`src/rtl/diffeq_pkg.sv`:
```
// Shared types and arithmetic for time-multiplexed recursion blocks.
// Provides the FSM state type, a width helper and one recursion step y = x + a*y1.
package diffeq_pkg;

  typedef enum logic [1:0] {IDLE, CALC, OUT} fsm_state_t;

  // Never returns less than 1 so that single-bit index fields stay legal.
  function automatic int clog2(input int n);
    int r;
    r = 1;
    while ((1 << r) < n) r++;
    return r;
  endfunction

  // Operands ride in 32-bit containers; w/cw must be constants at the call site.
  function automatic logic [31:0] diffeq_step(input logic [31:0] x, input logic [31:0] y1,
                                              input logic [31:0] a, input int w, input int cw,
                                              input logic sat);
    logic [63:0] prod;
    logic [63:0] sum;
    logic [63:0] lim;
    prod = ({32'd0, y1} * {32'd0, a}) >> cw;
    sum  = {32'd0, x} + prod;
    lim  = (64'd1 << w) - 64'd1;
    if (sat && (sum > lim)) return lim[31:0];
    return sum[31:0] & lim[31:0];
  endfunction

endpackage

```
`src/rtl/rr_arbiter.sv`:
```
// Round-robin pick: first requester at or after ptr, wrapping mod NCH.
// Purely combinational; grant is one-hot or zero.
module rr_arbiter #(
  parameter int NCH = 4,
  parameter int CHW = 2
) (
  input  logic [NCH-1:0] req,
  input  logic [CHW-1:0] ptr,
  output logic [NCH-1:0] grant,
  output logic [CHW-1:0] grant_idx,
  output logic           any_grant
);

  logic [CHW-1:0] cand;

  // Scan from the farthest offset down so the nearest requester is written last.
  always_comb begin
    grant     = '0;
    grant_idx = '0;
    any_grant = 1'b0;
    cand      = '0;
    for (int k = NCH - 1; k >= 0; k--) begin
      cand = CHW'((int'(ptr) + k) % NCH);
      if (req[cand]) begin
        grant_idx = cand;
        any_grant = 1'b1;
      end
    end
    if (any_grant) grant[grant_idx] = 1'b1;
  end

endmodule

```
`src/rtl/diffeq_rr_scheduler.sv`:
```
// Shares one y = x + a*y[n-1] datapath across NCH channels with round-robin arbitration.
// Accept at t gives out_valid from t+2; result holds until out_ready, then the next grant.
module diffeq_rr_scheduler
  import diffeq_pkg::*;
#(
  parameter int NCH = 4,
  parameter int W   = 8,
  parameter int CW  = 8,
  parameter int SAT = 0,
  localparam int CHW = clog2(NCH)
) (
  input  logic           clk,
  input  logic           reset,
  input  logic [NCH-1:0]   req_valid,
  input  logic [NCH*W-1:0] req_data,
  output logic [NCH-1:0]   req_ready,
  input  logic [NCH-1:0]   clr,
  input  logic [CW-1:0]    coef,
  output logic             out_valid,
  output logic [CHW-1:0]   out_ch,
  output logic [W-1:0]     out_data,
  input  logic             out_ready,
  output logic             busy
);

  fsm_state_t     fsm_q;
  logic [CHW-1:0] ptr_q;
  logic [CHW-1:0] g_q;
  logic [W-1:0]   x_q;
  logic [CW-1:0]  a_q;
  logic [W-1:0]   state_q [NCH];

  logic [NCH-1:0] grant;
  logic [CHW-1:0] grant_idx;
  logic           any_grant;
  logic [W-1:0]   y;

  rr_arbiter #(.NCH(NCH), .CHW(CHW)) u_arb (
    .req       (req_valid),
    .ptr       (ptr_q),
    .grant     (grant),
    .grant_idx (grant_idx),
    .any_grant (any_grant)
  );

  assign req_ready = (fsm_q == IDLE) ? grant : '0;
  assign busy      = (fsm_q != IDLE);
  assign y         = W'(diffeq_step(32'(x_q), 32'(state_q[g_q]), 32'(a_q), W, CW, SAT != 0));

  always_ff @(posedge clk or posedge reset) begin
    if (reset) begin
      fsm_q     <= IDLE;
      ptr_q     <= '0;
      g_q       <= '0;
      x_q       <= '0;
      a_q       <= '0;
      out_valid <= 1'b0;
      out_ch    <= '0;
      out_data  <= '0;
      for (int i = 0; i < NCH; i++) state_q[i] <= '0;
    end else begin
      case (fsm_q)
        IDLE: begin
          if (any_grant) begin
            g_q   <= grant_idx;
            x_q   <= req_data[grant_idx*W +: W];
            a_q   <= coef;
            fsm_q <= CALC;
          end
        end
        CALC: begin
          out_data       <= y;
          out_ch         <= g_q;
          out_valid      <= 1'b1;
          state_q[g_q]   <= y;
          fsm_q          <= OUT;
        end
        OUT: begin
          if (out_ready) begin
            out_valid <= 1'b0;
            ptr_q     <= (g_q == CHW'(NCH - 1)) ? '0 : g_q + CHW'(1);
            fsm_q     <= IDLE;
          end
        end
        default: fsm_q <= IDLE;
      endcase
      // Issued last so a clear beats the CALC write-back to the same entry.
      for (int i = 0; i < NCH; i++) if (clr[i]) state_q[i] <= '0;
    end
  end

endmodule

```
`config.mk`:
```
export PLATFORM = sky130hd
export DESIGN_NAME = diffeq_rr_scheduler
export DESIGN_NICKNAME = d
export VERILOG_FILES = /design/src/rtl/diffeq_pkg.sv /design/src/rtl/rr_arbiter.sv /design/src/rtl/diffeq_rr_scheduler.sv
export SDC_FILE = /design/constraint.sdc
export NUM_CORES = 1
export LEC_CHECK = 0
export BUFFER_PORTS_ARGS = -buffer_cell sky130_fd_sc_hd__buf_2
export CAP_MARGIN = 5
export CORE_MARGIN = 2
export CORE_UTILIZATION = 55
export CTS_BUF_LIST = sky130_fd_sc_hd__clkbuf_4 sky130_fd_sc_hd__clkbuf_8
export CTS_CLUSTER_DIAMETER = 150
export DETAILED_ROUTE_END_ITERATION = 8
export PLACE_DENSITY = 0.85
export SETUP_SLACK_MARGIN = 0.15
export SYNTH_ARGS = -nofsm -noshare
export SYNTH_HDL_FRONTEND = slang
export SYNTH_HIERARCHICAL = 1
export SYNTH_SLANG_ARGS = --single-unit
```
`constraint.sdc`:
```
create_clock -name clk -period 9.3 [get_ports clk]
set_input_delay 0.465 -clock clk [delete_from_list [all_inputs] [get_ports clk]]
set_output_delay 0.465 -clock clk [all_outputs]
set_load 0.1 [all_outputs]
```
# Word-level counts from Yosys, hierarchy flattened
# Cells that the tools add are included.
[word_totals]
word_cells = 83
register_bits = 65
mem_bits_rw = 0
romBits = 0
mem_count = 0
output_inout_bits = 16
latch_bits = 0
inputBits = 51
[classes]
div = 0
bitwise = 1
shifts = 1
n_eq_ne = 5
n_mul = 1
magnitude_cmp = 8
reduce_logical = 13
add_sub_neg = 5
n_mux = 37
[op_table]
columns = ["cell", "n"]
rows = [
  ["two-way mux 8 bit", 7],
  ["bitwise mux 32 bit", 1],
  ["two-way mux 32 bit", 1],
  ["indexed part select 32 x 6 -> 8 bit", 1],
  ["binary-select mux 8 bit (select 2 bit)", 1],
  ["demux 8 bit (select 2 bit)", 1],
  ["multiplier 8 x 8 -> 16 bit", 1],
  ["less-than comparator 2 x 3 -> 1 bit (second input constant)", 5],
  ["two-way mux 2 bit", 7],
  ["nonzero test 2 bit", 6],
  ["two-way mux 1 bit", 10],
  ["adder 8 bit", 1],
  ["binary-select mux 1 bit (select 2 bit)", 4],
  ["two-way mux 4 bit", 2],
  ["AND reduction 2 bit", 4],
  ["case mux 2 bit (3 select lines)", 1],
  ["adder 2 x 1 -> 2 bit (second input constant)", 2],
  ["adder 2 bit (second input constant)", 2],
  ["equality test 2 bit (second input constant)", 2],
  ["inequality test 2 bit (second input constant)", 2],
  ["greater-or-equal comparator 3 bit (second input constant)", 1],
  ["less-than comparator 3 x 1 -> 1 bit (second input constant)", 1],
  ["inverter 2 -> 3 bit", 1],
  ["demux 1 bit (select 2 bit)", 1],
  ["other kinds (5)", 6],
]

# Logic depth before layout (Yosys ltp)
# Gate-level depths: netlist (run 1).
[logic_depth]
depth_word = 13
mapped_depth = 25
ltp_nobuf = 24

# By module
# The synthesis (run 1) kept the hierarchy.
[modules_own_cells]
columns = ["mod", "seq_area_each_um2", "instances", "cells_per_inst", "area_each_um2"]
rows = [
  ["diffeq_rr_scheduler", 1626.6, 1, 514, 5171.2],
  ["rr_arbiter", 0.0, 1, 28, 176.4],
]

# Worst setup path before layout (run 1)
# OpenSTA, ideal clock, no wires.
[synth_timing]
path_kind = "register to register"
start = "reg g_q[1]"
end = "reg state_q[22] (netlist bit)"
setup_ns = 0.078
path_slack_ns = 3.044
required_time_ns = 9.222
path_buffers = 1
arrival_time_ns = 6.178
stages_incl_launch_ff = 23
synth_period_minus_slack_ns = 6.256
path_cell_list = "dfrtp_1 buf_6 mux4_1 and2_1 fa_1 inv_1 fa_1 inv_1 fa_1 fa_1 ha_1 a21o_1 a221oi_1 o21ai_2 a31oi_1 o21bai_1 xor2_1 ha_1 inv_1 or4b_2 nand4_1 nand2_1 a21oi_1"
[synth_via]
elab_chain_len = 9
elab_cells_between_ends = 14
cone_classes = "1 x add/sub; 1 x mul; 2 x order compare; 8 x mux; 1 x bitwise; 1 x reduce/logical"
[synth_rtl]
columns = ["item", "line_no", "rtl"]
rows = [
  ["from (decl)", "diffeq_rr_scheduler.sv:28", "logic [CHW-1:0] g_q;"],
  ["from (signal assigned)", "diffeq_rr_scheduler.sv:65", "g_q <= grant_idx;"],
  ["inverter 2 -> 3 bit (implied by the code) *", "diffeq_rr_scheduler.sv:48, diffeq_rr_scheduler.sv:75", ""],
  ["binary-select mux 8 bit (select 2 bit)", "diffeq_rr_scheduler.sv:48", "assign y = W'(diffeq_step(32'(x_q), 32'(state_q[g_q]), 32'(a_q), W, CW, SAT != 0));"],
  ["two-way mux 8 bit (implied by the code) (2 in series)", "diffeq_rr_scheduler.sv:48", ""],
  ["multiplier 8 x 8 -> 16 bit", "diffeq_pkg.sv:22", "prod = ({32'd0, y1} * {32'd0, a}) >> cw;"],
  ["adder 8 bit", "diffeq_pkg.sv:23", "sum = {32'd0, x} + prod;"],
  ["bitwise mux 32 bit *", "diffeq_rr_scheduler.sv:75", "state_q[g_q] <= y;"],
  ["two-way mux 32 bit *", "diffeq_rr_scheduler.sv:62", "case (fsm_q)"],
  ["two-way mux 8 bit *", "diffeq_rr_scheduler.sv:88", "for (int i = 0; i < NCH; i++) if (clr[i]) state_q[i] <= '0;"],
  ["to (signal, indexed assignment)", "diffeq_rr_scheduler.sv:75", ""],
  ["to (decl)", "diffeq_rr_scheduler.sv:31", "logic [W-1:0] state_q [NCH];"],
]
# Every way passes the cells marked *; elsewhere a longest branch is shown, timed or not. The select of a mux whose other input is x is not followed.
# A chain may end at the register's enable or synchronous reset.

# Worst setup path in the final report (run 1)
[layout_timing]
start = "reg g_q[1]"
end = "reg state_q[30] (netlist bit)"
# Same word-level chain as after synthesis.

==> results of run 1 <==
## worst paths after layout
| path | from | to | cells after the start | slack, ns |
|---|---|---|---|---|
| setup / recovery | g_q[1]$_DFFE_PP0P_ | state_q[30]$_DFFE_PP0P_ | 21 | 2.29 |
| hold / removal | reset | a_q[7]$_DFFE_PP0P_ | 3 | 0.33 |
| setup reg to reg | g_q[1]$_DFFE_PP0P_ | state_q[30]$_DFFE_PP0P_ | 21 | 2.29 |
| hold reg to reg | out_data[2]$_DFFE_PP0P_ | out_data[2]$_DFFE_PP0P_ | 2 | 0.49 |
| max in group asynchronous | reset | state_q[27]$_DFFE_PP0P_ | 3 | 8.43 |
| min in group clk | out_ready | fsm_q[1]$_DFFE_PP0P_ | 2 | 0.33 |
## per-stage QoR
stage	cell area [um2]	utilization (%)	std cells	total power [uW]	setup WS [ns]
final	5980	64.1	737	2260	2.29
after global routing	5980	64.1	737	2430	1.86
after CTS	5980	64.1	737	2240	2.32
after detailed placement	5770	61.9	721	1970	2.35
after global placement	5770	61.9	721	1900	2.58
after floorplan	5350	-	542	1610	3.04
## power by group
group / switching (uW) / internal (uW)
registers: 128 / 389
logic: 969 / 511
clock network: 134 / 129
## Yosys cell counts (2+ instances only)
cell	number	area share [%]
sky130_fd_sc_hd__a211oi_1	4	0.56
sky130_fd_sc_hd__a211oi_2	4	0.94
sky130_fd_sc_hd__a21o_1	5	0.70
sky130_fd_sc_hd__a21oi_1	38	3.6
sky130_fd_sc_hd__a31oi_1	2	0.23
sky130_fd_sc_hd__and2_1	53	6.2
sky130_fd_sc_hd__and3_1	2	0.23
sky130_fd_sc_hd__buf_1	4	0.28
sky130_fd_sc_hd__buf_2	2	0.19
sky130_fd_sc_hd__clkbuf_1	10	0.70
sky130_fd_sc_hd__dfrtp_1	65	30
sky130_fd_sc_hd__fa_1	36	13
sky130_fd_sc_hd__ha_1	44	10
sky130_fd_sc_hd__inv_1	50	3.5
sky130_fd_sc_hd__mux2_2	17	3.6
sky130_fd_sc_hd__mux4_2	15	6.3
sky130_fd_sc_hd__nand2_1	99	6.9
sky130_fd_sc_hd__nand2b_1	6	0.70
sky130_fd_sc_hd__nand3_2	2	0.37
sky130_fd_sc_hd__nor2_1	18	1.3
sky130_fd_sc_hd__nor2b_1	2	0.23
sky130_fd_sc_hd__nor3_1	5	0.47
sky130_fd_sc_hd__o211ai_1	2	0.28
sky130_fd_sc_hd__o21ai_0	18	1.7
sky130_fd_sc_hd__o21bai_1	2	0.28
sky130_fd_sc_hd__o31a_1	2	0.33
sky130_fd_sc_hd__or2_2	2	0.23
sky130_fd_sc_hd__xnor2_1	10	1.6
sky130_fd_sc_hd__xor2_1	4	0.66
## layout make-up
class / count / area share [%]
clock buffer: 9 / 2.07
inverter: 50 / 3.14
multi-input combinational: 410 / 57.8
sequential: 65 / 27.2
tap: 129 / 2.70
timing repair buffer: 67 / 5.65
clock inverter: 7 / 1.40
## worst reg2reg max path, cell delays in order, from the launching register on
cell,delay (ns)
sky130_fd_sc_hd__dfrtp_1,0.71
sky130_fd_sc_hd__mux4_1,0.79
sky130_fd_sc_hd__and2_1,0.25
sky130_fd_sc_hd__fa_1,0.54
sky130_fd_sc_hd__inv_1,0.05
sky130_fd_sc_hd__fa_1,0.48
sky130_fd_sc_hd__inv_1,0.06
sky130_fd_sc_hd__fa_1,0.50
sky130_fd_sc_hd__fa_1,0.49
sky130_fd_sc_hd__ha_1,0.33
sky130_fd_sc_hd__a21o_1,0.18
sky130_fd_sc_hd__a221oi_1,0.33
sky130_fd_sc_hd__o21ai_2,0.15
sky130_fd_sc_hd__a21oi_1,0.23
sky130_fd_sc_hd__xnor2_1,0.14
sky130_fd_sc_hd__ha_1,0.38
sky130_fd_sc_hd__a21o_1,0.14
sky130_fd_sc_hd__a21oi_1,0.11
sky130_fd_sc_hd__or4b_2,0.62
sky130_fd_sc_hd__nand4_1,0.22
sky130_fd_sc_hd__nand2_1,0.08
sky130_fd_sc_hd__a21oi_1,0.15
## state kept, by name (all words and copies together), names as in the netlist
signal and flops:
a_q 8, fsm_q 2, g_q 2, out_ch 2
out_data 8, out_valid 1, ptr_q 2, state_q 32
x_q 8
## cell families after synthesis
logic type | synth area share [%]
AND/OR/NAND/NOR | 17.9
AO/OA/AOI/OAI | 9.99
adder cells (fa/ha/maj) | 23.8
buffers and inverters | 4.89
flip-flops | 30.4
multiplexers | 10.4
XOR/XNOR | 2.60
## per-layer routing
metal	vias up	part of all wire [%]
li1	1937	-
met1	2154	39
met2	175	52
met3	34	6.2
met4	0	2.5
met5	-	0
==> results.txt, run 1 <==
----------------------------------------------------
[Outcome]
  Outcome ... complete, no violations

[Worst setup path]
  Worst path top cell family by delay ... adder cells
  Required time of the critical path ... 9.58 ns
  Worst-path cell chain ... mux4_1 -> and2_1 -> fa_1 -> inv_1 -> fa_1 -> inv_1 -> fa_1 -> fa_1 -> ha_1 -> a21o_1 -> a221oi_1 -> o21ai_2 -> a21oi_1 -> xnor2_1 -> ha_1 -> a21o_1 -> a21oi_1 -> or4b_2 -> nand4_1 -> nand2_1 -> a21oi_1
  Count of buffer and inverter cells on the critical path ... 2
  CP max stage cell ... sky130_fd_sc_hd__mux4_1
  Crit path largest cell delay ... 0.79 ns
  Kind of end point of the critical path ... flop
  Most common cell on crit path ... sky130_fd_sc_hd__fa_1
  Category of the critical setup timing path ... reg -> reg
  Maximum fanout along the worst path ... 11
  Worst EP arrival ... 7.29 ns
  Crit start category ... flop

[Timing]
  Fmax ... 0.143 GHz
  Final-layout worst hold slack ... 0.332 ns
  Number of hold-slack violations in the final timing report ... 0
  Number of setup violations in the final report ... 0
  Count of pins over their slew limit ... 0
  Crit share post-route ... 75.3%
  Relative slew slack ... 32.1%
  Sum of negative setup slack ... 0 ns
  Setup repair after global routing missed its margin ... false
  Transition time at the pin with the least slew margin ... 1.02 ns
  Post-Route Skew ... 0.0144 ns
  Final min period ... 7.01 ns

[Route]
  Post-route ant nets ... 0
  Mean number of vias per cell ... 5.83
  Routed wire length ... 12700 um
  Number of violations reported at the end of detailed-routing iteration 0 ... 271
  Final routed DRC violation total ... 0
  Post-detailed-route wirelength per cell ... 17.2 um
  Via count of the routed design ... 4300
  Number of optimization iterations in the first detailed-route pass ... 5

[Power and ir drop]
  VDD IR-drop max ... 0.000457 V
  Power density normalized to cell area ... 378 nW/um2
  Leakage ... 0.00298 uW

[Yosys]
  Sequential cell area fraction in the yosys report ... 30.4%
  Syn avg cell area ... 9.87 um2
  Count of flip-flops with a built-in enable after synthesis ... 0
  Number of cells produced by synthesis ... 542
  Count of unique library cells instantiated by Yosys ... 48
  Register bit total from synthesis ... 65
  Async S/R FF share, synth ... 100%
  Syn nets ... 673
  Number of warnings issued by yosys ... 6
  Top_reg_cell synth ... sky130_fd_sc_hd__dfrtp_1
  Post-synthesis cell area ... 5350 um2

[Global route]
  Number of antenna violations at the first check in global routing ... 0
  Final global-route overflow total ... 0
  Global routing usage on met2 ... 46.3%
  First-pass GRT wire length ... 21600 um
  Met3 capacity usage during global routing ... 5.22%
  Vias in the first global route ... 4577
  Global routing's busiest layer ... met2
  Total track usage ... 26.7%
  Global-route met1 utilization ... 33.0%
  Pin count of the biggest net entering global routing ... 66

[Clock tree]
  Hold buffer count at cts ... 0
  Later-pin clock latency in the skew report ... 0.36 ns
  Reg clk slew, reported paths ... 0.09 ns
  Sink count of the clock tree ... 65
  Post-cts gate resize count ... 0
  Buffer count from post-CTS setup fixing ... 0
  Max clock buf depth ... 2
  Root cell of the clock tree ... sky130_fd_sc_hd__clkbuf_8
  Cts bufs inserted ... 9
  Clock tree from TritonCTS ... built
  CTS H-tree depth ... 3

[Placed design]
  Final weighted congestion of routability-driven global placement ... 0.895
  Final HPWL DP ... 9640 um
  IO Port Bufs ... 66

[Cells and area]
  Multi-input gate area ... 3460 um2
  Fill cell total of the finished layout ... 731
  Nets ... 734
  Top library cells by usage in the layout, fill and taps aside ... 99 x sky130_fd_sc_hd__nand2_1, 66 x sky130_fd_sc_hd__buf_2, 65 x sky130_fd_sc_hd__dfrtp_1
  Signed area change from the synthesized netlist to the final layout ... 11.8%
  Fraction of final layout cells with drive strength greater than 1 ... 21.7%
  Sequential standard cell area ... 1630 um2
  Most frequent standard cell in the layout excluding fill and tap cells ... sky130_fd_sc_hd__nand2_1
  Antenna fix cells ... 0

[Die]
  Placeable core region ... 9330 um2
  Die height ... 103 um
  Boundary Pins ... 67
  Row count ... 35
  Floorplan die width ... 103 um
  Initial Utilization ... 57.3%
  DIE AREA ... 10500 um2

[Job]
  Max Cap Viol ... 0

[Min path]
  Hold/Removal Path Class ... in -> async

----------------------------------------------------
Note: power is estimated with default switching activity, not from simulation.
==> inputs of run 2 (changes only) <==
Clock period 9.3 ns to 6.7 ns, I/O delays scaled along.
==> run 2 against run 1 <==
Compared with the run above:
- clock skew increased by 0.0034 ns
- non-clock buffer count increased by 25
- design area increased by 5.2%
- routed wire length increased by 6.5%
==> results.txt, run 2 (synthesis results as in run 1) <==
----------------------------------------------------
[Worst setup path]
  Required time of the critical path ... 6.99 ns (-2.59 ns)
  Crit start category ... flop
  Kind of end point of the critical path ... flop
  Minimum setup slack among reg-to-reg paths ... 0.18 ns (-2.11 ns)
  Maximum fanout along the worst path ... 8 (-3)
  Worst EP arrival ... 6.81 ns (-0.48 ns)
  Category of the critical setup timing path ... reg -> reg

[Timing]
  Crit share post-route ... 97.3% (+22 points)
  Final-layout worst hold slack ... 0.193 ns (-0.139 ns)
  Transition time at the pin with the least slew margin ... 0.996 ns (-0.0229 ns)
  Fmax ... 0.153 GHz (+7.5%)
  Final min period ... 6.52 ns (-0.488 ns)
  Number of hold-slack violations in the final timing report ... 0 (unchanged)
  Post-Route Skew ... 0.0178 ns (+0.00344 ns)
  Relative slew slack ... 33.6% (+1.5 points)
  Setup repair after global routing missed its margin ... true
  Count of pins over their slew limit ... 0 (unchanged)
  Number of setup violations in the final report ... 0 (unchanged)

[Die]
  Placeable core region ... 9330 um2 (unchanged)
  Boundary Pins ... 67 (unchanged)
  Initial Utilization ... 57.3% (unchanged)
  Row count ... 35 (unchanged)
  Floorplan die width ... 103 um (unchanged)
  Die height ... 103 um (unchanged)
  DIE AREA ... 10500 um2 (unchanged)

[Global route]
  Final global-route overflow total ... 0 (unchanged)
  Total track usage ... 26.3% (-0.32 points)
  Pin count of the biggest net entering global routing ... 66 (unchanged)
  Number of antenna violations at the first check in global routing ... 0 (unchanged)
  First-pass GRT wire length ... 21200 um (-1.6%)
  Vias in the first global route ... 4451 (-2.8%)

[Power and ir drop]
  Leakage ... 0.00313 uW (+5.1%)
  Power density normalized to cell area ... 544 nW/um2 (+44%)
  VDD IR-drop max ... 0.000552 V (+21%)

[Cells and area]
  Register name with the most flops ... state_q
  Nets ... 759 (+3.4%)
  Most frequent standard cell in the layout excluding fill and tap cells ... sky130_fd_sc_hd__nand2_1
  Max reg flops ... 32 (unchanged)
  Fraction of final layout cells with drive strength greater than 1 ... 27.3% (+5.6 points)
  Antenna fix cells ... 0 (unchanged)
  Top library cells by usage in the layout, fill and taps aside ... 99 x sky130_fd_sc_hd__nand2_1, 66 x sky130_fd_sc_hd__buf_2, 63 x sky130_fd_sc_hd__dfrtp_1
  Signed area change from the synthesized netlist to the final layout ... 17.7%
  Post-route cell area ... 6290 um2 (+5.2%)
  Utilization after layout ... 67.5% (+3.3 points)

[Route]
  Number of violations reported at the end of detailed-routing iteration 0 ... 335 (+24%)
  Post-detailed-route wirelength per cell ... 17.7 um (+3.0%)
  Via count of the routed design ... 4432 (+3.1%)
  Routed wire length ... 13500 um (+6.5%)
  Final routed DRC violation total ... 0 (unchanged)
  Post-route ant nets ... 0 (unchanged)
  Number of optimization iterations in the first detailed-route pass ... 5 (unchanged)
  Mean number of vias per cell ... 5.82 (-0.31%)

[Clock tree]
  Later-pin clock latency in the skew report ... 0.36 ns (about the same)
  Max clock buf depth ... 2 (unchanged)
  Sink count of the clock tree ... 65 (unchanged)
  Reg clk slew, reported paths ... 0.08 ns (about the same)
  CTS H-tree depth ... 3 (unchanged)
  Hold buffer count at cts ... 0 (unchanged)
  Clock tree from TritonCTS ... built
  Root cell of the clock tree ... sky130_fd_sc_hd__clkbuf_8
  Cts bufs inserted ... 9 (unchanged)

[Job]
  Max Cap Viol ... 0 (unchanged)

[Placed design]
  Final weighted congestion of routability-driven global placement ... 0.987 (+10%)
  Final HPWL DP ... 9620 um (-0.24%)
  Post-detailed-placement cell area ... 5780 um2 (+0.13%)
  IO Port Bufs ... 66 (unchanged)

[Outcome]
  Outcome ... complete, no violations

[Min path]
  Hold/Removal Path Class ... in -> reg

----------------------------------------------------
## run 2: cell count changes in the layout (fill, tap and decap cells not counted), sizes merged
cell / before / now
buf: 67 / 92
inv: 54 / 51
bufinv: 1 / 3
clkbuf: 9 / 10
## run 2: report_power, final
group	total, uW	switching, uW	internal (uW)
clock network	414	161	253
registers	712	169	542
logic	2300	1460	839
total	3420	1790	1630
## run 2: area by class of cell
type	instances	area, um2
Clock buffer	10	131
Timing Repair Buffer	92	529
Tap cell	129	161
Inverter	50	188
Clock inverter	6	115
Multi-Input combinational cell	410	3540
Fill cell	682	3040
Sequential cell	65	1630
## run 2: repair_timing
item                                    in CTS  in global routing
resized for setup                            4                 17
setup buffers                                5                 19
endpoints found under the setup margin      13                 19
pin swaps                                    0                 12
gates cloned                                 0                  0
## run 2: routing by layer
| layer | track usage, % | vias to the layer above | part of all wire, % |
|---|---|---|---|
| met4 | 12.1 | 0 | 4.4 |
| met2 | 44.7 | 230 | 50 |
| li1 | - | 1995 | - |
| met3 | 4.47 | 52 | 7.2 |
| met1 | 33.1 | 2155 | 38 |
| met5 | 0 | - | 0 |
## run 2: final timing paths
| check | depth (start not counted) | endpoint | start |
|---|---|---|---|
| worst min-delay path | 2 | fsm_q[1]$_DFFE_PP0P_ | out_ready |
| min in group asynchronous | 3 | x_q[7]$_DFFE_PP0P_ | reset |
| worst min register to register | 2 | out_data[5]$_DFFE_PP0P_ | out_data[5]$_DFFE_PP0P_ |
| max in group asynchronous | 3 | g_q[0]$_DFFE_PP0P_ | reset |
| worst max-delay path | 21 | state_q[28]$_DFFE_PP0P_ | g_q[1]$_DFFE_PP0P_ |
| worst max register to register | 21 | state_q[28]$_DFFE_PP0P_ | g_q[1]$_DFFE_PP0P_ |
## run 2: per-stage QoR
step / total power (uW) / TNS (ns) / worst slack, ns / std cells
after CTS: 3210 / 0 / 0.169 / 743
after global routing: 3630 / -0.0654 / -0.0313 / 762
final: 3420 / 0 / 0.181 / 762
after global placement: 2640 / 0 / 0.181 / 722
after floorplan: 2230 / 0 / 0.444 / 542
after detailed placement: 2740 / -0.120 / -0.0336 / 722
## run 2: worst max-delay path, cell delays in order, from the launching register on
cell and delay [ns]:
sky130_fd_sc_hd__dfrtp_2 0.41, sky130_fd_sc_hd__buf_4 0.15, sky130_fd_sc_hd__mux4_2 0.62, sky130_fd_sc_hd__and2_4 0.22, sky130_fd_sc_hd__fa_2 0.39, sky130_fd_sc_hd__fa_1 0.55
sky130_fd_sc_hd__inv_1 0.05, sky130_fd_sc_hd__fa_1 0.47, sky130_fd_sc_hd__fa_1 0.55, sky130_fd_sc_hd__inv_1 0.05, sky130_fd_sc_hd__ha_1 0.29, sky130_fd_sc_hd__and3_1 0.20
sky130_fd_sc_hd__a221oi_2 0.25, sky130_fd_sc_hd__o21ai_2 0.15, sky130_fd_sc_hd__a31oi_2 0.22, sky130_fd_sc_hd__o21bai_1 0.11, sky130_fd_sc_hd__xor2_1 0.16, sky130_fd_sc_hd__ha_1 0.35
sky130_fd_sc_hd__buf_4 0.16, sky130_fd_sc_hd__xnor2_1 0.69, sky130_fd_sc_hd__nand2_1 0.21, sky130_fd_sc_hd__a21oi_1 0.19
